<file path="src/rtl/rbi_mmu_chk_acc.sv">
// rbi_mmu_chk_acc: TLB access-rights check producing a fault code and denied-rights vector
module rbi_mmu_chk_acc (
  input  logic        clock,
  input  logic        reset,
  input  logic        regInHold,
  input  logic [63:0] regInMMCR,
  input  logic [63:0] regInKRR,
  input  logic [63:0] regInSR,
  input  logic [7:0]  regInOpm,
  input  logic [31:0] tlbAcc,
  output logic [15:0] tTlbExc,
  output logic [5:0]  tChkAccNoRwx
);
  logic [7:0]  opm_q, opm_d;
  logic        usr, nr, nw, nx, s, key_ok, idle;
  logic [15:0] key;
  logic        unused_ok;
  // opcode stage: delays the request one cycle so it lines up with tlbAcc
  always_comb opm_d = !reset ? 8'h00 : regInHold ? opm_q : regInOpm;
  // opcode register
  always_ff @(posedge clock) opm_q <= opm_d;
  // rights and fault decode, purely combinational on the aligned opcode
  always_comb begin
    usr          = !regInSR[30];
    nr           = tlbAcc[0];
    nw           = tlbAcc[1];
    nx           = tlbAcc[2];
    s            = tlbAcc[3];
    key          = tlbAcc[31:16];
    key_ok       = key == 16'h0 || key == regInKRR[15:0] || key == regInKRR[31:16] ||
                   key == regInKRR[47:32] || key == regInKRR[63:48] || !usr;
    tChkAccNoRwx = {nx | s, nw | s, nr | s,
                    {nx, nw, nr} | {3{(s & usr) | !key_ok}}};
    idle         = !regInMMCR[0] || (regInSR[29] && regInSR[28]) || opm_q[4:3] == 2'b00;
    tTlbExc      = idle                          ? 16'h0000 :
                   usr && s                      ? 16'hA006 :
                   !key_ok                       ? 16'hA005 :
                   opm_q[5] && opm_q[4] && nx    ? 16'hA004 :
                   opm_q[4] && !opm_q[5] && nr   ? 16'hA002 :
                   opm_q[3] && nw                ? 16'hA003 : 16'h0000;
  end
  assign unused_ok = ^{regInMMCR[63:1], regInSR[63:31], regInSR[27:0], tlbAcc[15:4],
                       opm_q[7:6], opm_q[2:0]};
endmodule

</file>
<file path="config.mk">
export PLATFORM = sky130hd
export DESIGN_NAME = rbi_mmu_chk_acc
export DESIGN_NICKNAME = d
export VERILOG_FILES = /design/src/rtl/rbi_mmu_chk_acc.sv
export SDC_FILE = /design/constraint.sdc
export NUM_CORES = 1
export LEC_CHECK = 0
export ABC_AREA = 0
export CAP_MARGIN = 5
export CORE_AREA = 2 2 100 102
export DETAILED_ROUTE_END_ITERATION = 12
export DIE_AREA = 0 0 102 104
export HOLD_SLACK_MARGIN = 0.05
export PLACE_DENSITY = 0.63
export SYNTH_ARGS = -nofsm -noshare
export SYNTH_HDL_FRONTEND = slang
export SYNTH_SLANG_ARGS = --single-unit
</file>
<file path="constraint.sdc">
create_clock -name clock -period 2.75 [get_ports clock]
set_input_delay 0.275 -clock clock [delete_from_list [all_inputs] [get_ports clock]]
set_output_delay 0.275 -clock clock [all_outputs]
set_load 0.01 [all_outputs]
</file>
==> results.ini <==
[status]
status = complete, no violations

[setup_path]
critical_path_arrival_ns = 2.35
timing.setup.critical_path_class = in -> out
r2r_cells = 2
crit_chain = clkdlybuf4s50_1 -> buf_6 -> xnor2_2 -> nand4_1 -> nor4_2 -> buf_4 -> nor4_4 -> or3_1 -> dlygate4sd2_1
end_kind = output pin
path_buf_inv = 4
crit_family = buffers and inverters
r2r_slack_ns = 2.06
r2r_start = opm_q[4]
crit_slowest_cell = clkdlybuf4s50_1
crit_fanout = 7
reg2reg_to = opm_q[4]
cpPeakStageDelay_ns = 0.52
startpoint_type = input pin
critPathRequiredTime_ns = 2.48

[synth]
yosys.area.top_type = xnor2_1
netlist.area_leader.share_pct = 33.3
synth_area_sq_um = 1240
synth.distinct_cells = 25
yosysSeqAreaShare_pct = 4.86
syn_avg_cell_area_sq_um = 8.08
ys_ff_latch = 3
synth_warnings = 0
synth_cells = 153
synth_area_leaders = xnor2_1 (33%), xor2_1 (11%), buf_6 (8.2%), buf_4 (7.9%), nand4_1 (6.6%)

[min_path]
min_path_type = reg -> reg
holdPathEnd = opm_q[3]
hold_path_depth = 2
hold_start = opm_q[3]

[cts]
holdBufCountCts = 0
cts.htree.levels = 1
insertion_delay_ns = 0.22
clock_sinks = 3
clk_pin_slew_ns = 0.03
cts_buffers = 3
post_cts_buffers = 0
ctsLongestPathBuffers = 2
clock-root-buffer = clkbuf_8
cts_tree = yes

[grt]
antenna_found_initial = 1
grt_max_degree = 8
grt_pass1_vias = 1601
grt_first_pass_wirelength_um = 8400
grt_usage_pct = 10.3
grt_overflow = 0

[placed_design]
dpl_cell_area_sq_um = 2450
gp_congestion = 0.700
dp_cells = 394
dp_slack_ns = -0.328
hpwlAfterDp_um = 4930
port_buffers = 104

[sta]
fin_crit_ns = 2.63
final.setup.worst_slack_ns = 0.124
setup_viol = 0
hold_violations = 0
fmax_mhz = 381
finalMaxSlewViolations = 0
tns_ns = 0
period_share_pct = 95.5
finClkSkew_ns = 0
rsz0062_at_grt = no

[floorplan]
die_width_um = 102
die_y_um = 104
initial_core_util_pct = 12.9
rows = 36
core_sq_um = 9550
io_pins = 257
dieArea_sq_um = 10600

[layout]
final_area_sq_um = 2600
synthToLayoutAreaGrowth_pct = 110
fin_nets = 501
reg.largest.list = opm_q: 3 flops
final_core_util_pct = 27.2
largest-register = opm_q
drive_gt1_share_pct = 15.5
finalNonFillerCells = 399
largest_register_ffs = 3

[pwr]
power_leakage_uw = 0.000996
vdd_drop_max_mv = 0.296
power_density_nw_per_um2 = 206

[detailed_routing]
drtAntennaViolNets = 0
via_count = 1433
drt-initial-drc-count = 19
routed_wl_um = 5590
drc_errors = 0
avgRoutedWirePerCell_um = 14.0
drt-vias-per-instance = 3.59
dr.pass1.iters = 3

[run]
drv_cap = 0

[cell type report]
cell class,instances,area (sq um)
sequential,3,60.1
fill,1062,6950
inverter,1,3.75
timing repair buffer,126,1260
antenna,1,2.50
multi-input combinational,131,1070
clock buffer,4,45.0
tap,133,166
[repair_timing]
action / 4_1_cts / 5_1_grt
endpoints found under the setup margin: 8 / 5
pin swaps: 11 / 8
gates resized for setup: 17 / 13
cloned: 0 / 0
[cell usage after synthesis]
master / count
mux2i_1: 3
xnor2_1: 47
mux2_2: 1
nor4_2: 2
or3_1: 3
nand4_1: 13
or2_2: 3
o31ai_1: 1
nor4_1: 10
xor2_1: 16
a21oi_1: 5
dfxtp_1: 3
nor2b_1: 4
conb_1: 1
o211a_1: 1
buf_6: 9
buf_4: 13
o31a_1: 2
nand2_1: 5
inv_1: 1
xnor2_2: 1
a41oi_1: 1
o21ai_0: 1
buf_2: 6
and3_1: 1
[worst max-delay path by stage]
stage	from	end	slack, ns	depth (start not counted)
3_3_place_gp	tlbAcc[16]	tChkAccNoRwx[0]	-0.40	9
4_1_cts	tlbAcc[28]	tTlbExc[1]	0.02	8
5_1_grt	tlbAcc[17]	tChkAccNoRwx[2]	0.008	8
3_5_place_dp	tlbAcc[16]	tChkAccNoRwx[1]	-0.33	9
6_report	tlbAcc[27]	tChkAccNoRwx[2]	0.12	9
2_1_floorplan	tlbAcc[29]	tTlbExc[15]	0.89	7
[routing by layer]
metal	share of wire [%]	vias up	GRT usage [%]
li1	-	722	-
met1	44	629	13.0
met2	45	80	18.0
met3	10	2	2.69
met4	0.34	0	1.14
met5	0	-	0
[kinds of logic after synthesis]
logic type | Yosys count | share of synthesized area [%]
xor gates and xnor gates | 64 | 46.0
and+or+nand+nor | 41 | 20.7
buffers and inverters | 29 | 18.8
AOI/OAI and AO/OA | 11 | 5.97
muxes | 4 | 3.34
DFF | 3 | 4.86
other | 1 | 0.303
[where the power goes]
| part | leakage (uW) | internal, uW | switching, uW |
|---|---|---|---|
| logic | 0.000949 | 225 | 133 |
| clock network | 0.0000228 | 98.9 | 29.7 |
| registers | 0.0000248 | 46.5 | 3.31 |
[metrics by stage]
step	hold slack, ns	power [uW]
finish	0.560	537
global route	0.587	573
CTS	0.566	539
detailed placement	0.561	402
global placement	0.538	400
floorplan	0.403	213
[tightest hold or removal path: cells and delay by family (launching register included)]
kind	cells	cell delay, ns
multiplexers	1	0.13
flip-flops	1	0.32
AND/OR/NAND/NOR	1	0.06
[layout by cell type, fill, tap and decap left out]
cell              n
inv_1             1
buf_6             4
mux2_2            1
xnor2_2           3
nand4_1          13
nor2b_1           4
o31ai_1           1
buf_12            3
buf_4            15
xnor2_1          45
dlymetal6s2s_1    3
clkdlybuf4s50_1  92
nor4_4            3
conb_1           11
o31a_1            2
clkbuf_1          1
dlygate4sd2_1     7
a21oi_1           5
clkbuf_8          3
or3_1             3
a41oi_1           1
o21ai_0           1
o211a_1           1
dfxtp_1           3
or2_2             3
nand2_1           5
nor4_1            3
xor2_1           16
nor4_2            6
mux2i_1           3
and3_1            1
clkdlybuf4s15_1   2
diode_2           1
Power figures use the tool's default switching activity.
